<file path="config.mk">
export PLATFORM = sky130hd
export DESIGN_NAME = seven_seg_scanner
export DESIGN_NICKNAME = d
export VERILOG_FILES = /design/src/rtl/seg_pkg.sv /design/src/rtl/hex_to_seg.sv /design/src/rtl/seven_seg_scanner.sv
export SDC_FILE = /design/constraint.sdc
export NUM_CORES = 1
export LEC_CHECK = 0
export CAP_MARGIN = 20
export CORE_MARGIN = 2
export CORE_UTILIZATION = 53
export CTS_BUF_LIST = sky130_fd_sc_hd__clkbuf_4 sky130_fd_sc_hd__clkbuf_8 sky130_fd_sc_hd__clkbuf_16
export CTS_CLUSTER_DIAMETER = 40
export DETAILED_ROUTE_END_ITERATION = 10
export GPL_ROUTABILITY_DRIVEN = 0
export MAX_ROUTING_LAYER = met4
export PLACE_DENSITY_LB_ADDON = 0.1
export SETUP_SLACK_MARGIN = 0.4
export SLEW_MARGIN = 25
export SYNTH_ARGS = -nofsm -noshare
export SYNTH_HDL_FRONTEND = slang
export SYNTH_SLANG_ARGS = --single-unit
</file>
<file path="constraint.sdc">
create_clock -name clk -period 2.4 [get_ports clk]
set_input_delay 0.48 -clock clk [delete_from_list [all_inputs] [get_ports clk]]
set_output_delay 0.48 -clock clk [all_outputs]
set_load 0.005 [all_outputs]
</file>
<file path="src/rtl/seg_pkg.sv">
// Shared constants for the seven-segment scanner: off patterns, hex glyphs, digit indices.
// Latency: none (constants only).
// Backpressure: none (constants only).
package seg_pkg;

   // All cathodes / all anodes released (both active-low).
   localparam logic [6:0] SEG_OFF = 7'h7F;
   localparam logic [3:0] AN_OFF  = 4'hF;

   // Active-low glyphs, bit order {g,f,e,d,c,b,a}.
   localparam logic [6:0] SEG_HEX_0 = 7'h40;
   localparam logic [6:0] SEG_HEX_1 = 7'h79;
   localparam logic [6:0] SEG_HEX_2 = 7'h24;
   localparam logic [6:0] SEG_HEX_3 = 7'h30;
   localparam logic [6:0] SEG_HEX_4 = 7'h19;
   localparam logic [6:0] SEG_HEX_5 = 7'h12;
   localparam logic [6:0] SEG_HEX_6 = 7'h02;
   localparam logic [6:0] SEG_HEX_7 = 7'h78;
   localparam logic [6:0] SEG_HEX_8 = 7'h00;
   localparam logic [6:0] SEG_HEX_9 = 7'h10;
   localparam logic [6:0] SEG_HEX_A = 7'h08;
   localparam logic [6:0] SEG_HEX_B = 7'h03;
   localparam logic [6:0] SEG_HEX_C = 7'h46;
   localparam logic [6:0] SEG_HEX_D = 7'h21;
   localparam logic [6:0] SEG_HEX_E = 7'h06;
   localparam logic [6:0] SEG_HEX_F = 7'h0E;

   // Digit index: 0 is the rightmost digit (disp_data[3:0]).
   typedef logic [1:0] dig_idx_t;
   localparam dig_idx_t DIG0 = 2'd0;
   localparam dig_idx_t DIG1 = 2'd1;
   localparam dig_idx_t DIG2 = 2'd2;
   localparam dig_idx_t DIG3 = 2'd3;

endpackage

</file>
<file path="src/rtl/hex_to_seg.sv">
// Hex nibble to active-low seven-segment pattern decoder.
// Latency: combinational.
// Backpressure: none.
// Ports: nibble (4b in) -> seg (7b out, {g,f,e,d,c,b,a}, active-low).
module hex_to_seg
   import seg_pkg::*;
(
   input  logic [3:0] nibble,
   output logic [6:0] seg
);

   always_comb begin
      seg = SEG_OFF;
      case (nibble)
         4'h0: seg = SEG_HEX_0;
         4'h1: seg = SEG_HEX_1;
         4'h2: seg = SEG_HEX_2;
         4'h3: seg = SEG_HEX_3;
         4'h4: seg = SEG_HEX_4;
         4'h5: seg = SEG_HEX_5;
         4'h6: seg = SEG_HEX_6;
         4'h7: seg = SEG_HEX_7;
         4'h8: seg = SEG_HEX_8;
         4'h9: seg = SEG_HEX_9;
         4'hA: seg = SEG_HEX_A;
         4'hB: seg = SEG_HEX_B;
         4'hC: seg = SEG_HEX_C;
         4'hD: seg = SEG_HEX_D;
         4'hE: seg = SEG_HEX_E;
         4'hF: seg = SEG_HEX_F;
         default: seg = SEG_OFF;
      endcase
   end

endmodule

</file>
<file path="src/rtl/seven_seg_scanner.sv">
// 4-digit common-anode display scanner: one hex nibble per digit, frame-latched input word.
// Latency: 1 cycle from idx/shadow/blank to an/seg.
// Backpressure: none; disp_data is a level sampled once per frame at the last cycle of digit 3.
// Ports: clk, rst_n (sync, active-low), disp_data[15:0], blank -> an[3:0], seg[6:0], dp
//        (all outputs active-low; dp is always off).
// Option: define SEG_LEADING_ZERO_BLANK_EN to blank leading zero digits 3..1.
module seven_seg_scanner
   import seg_pkg::*;
#(
   parameter int REFRESH_DIV = 100000,
   parameter int CNT_W       = 17
)(
   input  logic        clk,
   input  logic        rst_n,
   input  logic [15:0] disp_data,
   input  logic        blank,
   output logic [3:0]  an,
   output logic [6:0]  seg,
   output logic        dp
);

   localparam logic [CNT_W-1:0] CNT_LAST = CNT_W'(REFRESH_DIV - 1);

   logic [CNT_W-1:0] cnt;
   dig_idx_t         idx;
   logic [15:0]      shadow;

   logic             cnt_wrap;
   logic             frame_end;
   logic [3:0]       cur_nibble;
   logic [6:0]       dec_seg;
   logic             digit_lit;
   logic [3:0]       an_nxt;
   logic [6:0]       seg_nxt;

   assign cnt_wrap   = (cnt == CNT_LAST);
   assign frame_end  = cnt_wrap && (idx == DIG3);
   assign cur_nibble = shadow[{idx, 2'b00} +: 4];

   hex_to_seg u_hex_to_seg (
      .nibble (cur_nibble),
      .seg    (dec_seg)
   );

   // A digit is lit unless it is a leading zero (option) or the display is blanked.
   always_comb begin
      digit_lit = 1'b1;
`ifdef SEG_LEADING_ZERO_BLANK_EN
      case (idx)
         DIG3:    digit_lit = (shadow[15:12] != 4'h0);
         DIG2:    digit_lit = (shadow[15:8]  != 8'h00);
         DIG1:    digit_lit = (shadow[15:4]  != 12'h000);
         default: digit_lit = 1'b1;
      endcase
`endif
      an_nxt  = AN_OFF;
      seg_nxt = SEG_OFF;
      if (!blank && digit_lit) begin
         an_nxt  = ~(4'b0001 << idx);
         seg_nxt = dec_seg;
      end
   end

   always_ff @(posedge clk) begin
      if (!rst_n) begin
         cnt    <= '0;
         idx    <= DIG0;
         shadow <= 16'h0000;
         an     <= AN_OFF;
         seg    <= SEG_OFF;
      end else begin
         cnt <= cnt_wrap ? '0 : cnt + CNT_W'(1);
         if (cnt_wrap) begin
            idx <= idx + 2'd1;
         end
         // Latch only at the frame boundary so a frame never mixes two words.
         if (frame_end) begin
            shadow <= disp_data;
         end
         an  <= an_nxt;
         seg <= seg_nxt;
      end
   end

   assign dp = 1'b1;

endmodule

</file>
==> results.cfg <==
[clock_tree]
cts_tree = built
cts.path.max_buffers = 2
insertion_delay_ns = 0.29
ctsHoldBuffers = 0
cts_buffers = 5
clock_sinks = 46
cts_max_level = 2
cts.clk_slew.worst_paths_ns = 0.08
clockRootBuffer = clkbuf_8

[job]
cap_violations = 0

[drt]
ant_nets = 0
post_drt_via_cell_ratio = 5.57
dr_total_vias = 1732
wl_um = 4230
dr.first_iter.drc_count = 167
post_drt_wl_per_cell_um = 13.6
drc_errors = 0
firstDrtPassIters = 4

[power_and_ir_drop]
intPower_mw = 1.15
seq_power_share = 0.546
power.leakage_nw = 0.888
ir_drop_mv = 0.370
p_sw_frac = 0.192
p_switching_mw = 0.274
clockPowerShare = 0.404
total_power_mw = 1.43
pwr-share-comb = 0.050
p_per_area_mw_per_mm2 = 553

[finish]
fin_nets = 292
drive_gt1_frac = 0.110
syn2layout_area_growth_pct = 21.3
n_antenna_cell = 0
fill_cells = 337

[synth]
syn-cell-area_mm2 = 0.00212
synth_nets = 263
synth_edf_count = 0
yosysWarnings = 0
synth_ff_type = dfxtp_1
async_reset_ff_frac = 0
postSynthCellCount = 233
yosysUniqueCellTypes = 41
yosysSeqAreaShare = 0.434
synth_seq_cells = 46
avgSynthCellArea_um2 = 9.11

[setup_path]
crit_chain = mux4_2 > ha_4 > or2_0 > a2111oi_2 > a31oi_1
critical-path-slowest-cell = mux4_2
critPathRequiredTime_ns = 2.57
cp-end-kind = register
crit_buf_inv = 0
worstSetupStartpointType = register
crit_path_max_incr_delay_ns = 0.59
path_delay_family = multiplexers
worstPathMaxFanout = 5
arrival_ns = 2.11
critPathKind = reg2reg

[floorplanning]
core_mm2 = 0.00374
fp.dieH_um = 67.3
die_area_mm2 = 0.00453
die_x_um = 67.3
start_util = 0.567
row_count = 22
io_pins = 31

[global_routing]
grt_util_all_layers = 0.218
grt_pass1_wl_um = 7360
grt_max_degree = 20
antenna_found_initial = 0
gr-total-overflow = 0
grt_pass1_vias = 1666

[sta]
worst_pin_slew_ns = 0.511
final_hold_viol_count = 0
fin_skew_ns = 0.00708
drv_slew = 0
rsz0062_at_grt = false
max_freq_ghz = 0.514
relSlewSlack = 0.659
min_period_ns = 1.95
tns_ns = 0
setup_viol = 0
period_share = 0.811

[place]
port_buffers = 29
dp_hpwl_um = 2920

[status]
status = finished, final reports clean

[hold_path]
hold_class = reg2reg
[cells by family after synthesis]
family	share of synthesized area
simple gates	0.199
xor+xnor	0.0537
compound gates	0.140
mux	0.0507
fa+ha+maj	0.0649
buf+inv	0.0560
flops	0.434
other cells	0.00177
[state kept, by name (all words and copies together), names as in the netlist]
name,cells
shadow,16
seg,7
an,4
cnt,17
idx,2
[power groups by stage]
stage / clock network, mW / registers (mW) / logic (mW)
6_report: 0.576 / 0.778 / 0.0716
5_1_grt: 0.620 / 0.779 / 0.0792
4_1_cts: 0.594 / 0.779 / 0.0725
3_5_place_dp: 0 / 0.797 / 0.0721
3_3_place_gp: 0 / 0.797 / 0.0707
2_1_floorplan: 0 / 0.797 / 0.0230
[what timing repair did]
| item | in CTS | in global routing |
|---|---|---|
| resized for setup | 1 | 6 |
| cloned | 0 | 0 |
| endpoints found under the setup margin | 1 | 2 |
| pin swaps | 0 | 2 |
| setup buffers | 1 | 2 |
[area by class of cell]
| class | count | area [um^2] | share of cell area |
|---|---|---|---|
| flip-flops and latches | 46 | 926 | 0.360 |
| inverters | 8 | 30.0 | 0.0117 |
| well taps | 48 | 60.1 | 0.0233 |
| multi-input cells | 163 | 1090 | 0.422 |
| clock buffers | 7 | 83.8 | 0.0326 |
| clock inverters | 1 | 30.0 | 0.0117 |
| repair buffers | 38 | 358 | 0.139 |
[routing by layer]
| metal | track usage | routed length [um] |
|---|---|---|
| met1 | 0.301 | 2080 |
| met2 | 0.322 | 1910 |
| met3 | 0.0450 | 191 |
| met4 | 0.0689 | 46 |
| met5 | - | 0 |
[cell usage after synthesis, drive strengths merged, types with 4 or more instances]
master | instances | area share
a21oi | 24 | 0.057
and4 | 4 | 0.017
buf | 8 | 0.027
clkbuf | 8 | 0.015
dfxtp | 46 | 0.43
ha | 11 | 0.065
inv | 8 | 0.014
mux4 | 4 | 0.046
nand2 | 16 | 0.028
nand3 | 22 | 0.052
nand4 | 6 | 0.021
nor2 | 18 | 0.032
o21ai | 18 | 0.042
o221ai | 4 | 0.017
xnor2 | 6 | 0.025
xor2 | 7 | 0.029
[layout by cell type (no fill, tap or decap), types with 2 or more instances in the layout]
master	n
dfxtp_1	44
clkdlybuf4s50_1	29
a21oi_1	24
nand3_1	22
nor2_1	18
o21ai_0	17
nand2_1	16
ha_1	10
buf_4	9
xor2_1	7
inv_1	6
xnor2_1	6
nand4_1	5
clkbuf_8	5
mux4_2	4
and4_1	4
o221ai_1	4
inv_2	2
nor4_1	2
o211ai_1	2
or3_1	2
nor3_1	2
clkbuf_4	2
[final timing paths]
check / start / end / slack, ns / depth (start not counted)
setup / recovery: idx[0]$_SDFFE_PN0N_ / seg[3]$_SDFF_PP1_ / 0.45 / 5
hold reg to reg: cnt[0]$_SDFF_PP0_ / cnt[0]$_SDFF_PP0_ / 0.47 / 1
hold / removal: cnt[0]$_SDFF_PP0_ / cnt[0]$_SDFF_PP0_ / 0.47 / 1
setup reg to reg: idx[0]$_SDFFE_PN0N_ / seg[3]$_SDFF_PP1_ / 0.45 / 5
[stage by stage]
stage               utilization  hold slack (ns)  area, um^2  instances  setup WS (ns)
floorplan                     -            0.430        2120        233          0.411
global placement          0.648            0.444        2430        300          0.424
detailed placement        0.648            0.447        2430        300          0.354
CTS                       0.681            0.479        2550        309          0.416
global route              0.688            0.500        2570        311          0.375
finish                    0.688            0.474        2570        311          0.454
No activity file was read; power rests on OpenSTA's default activity.
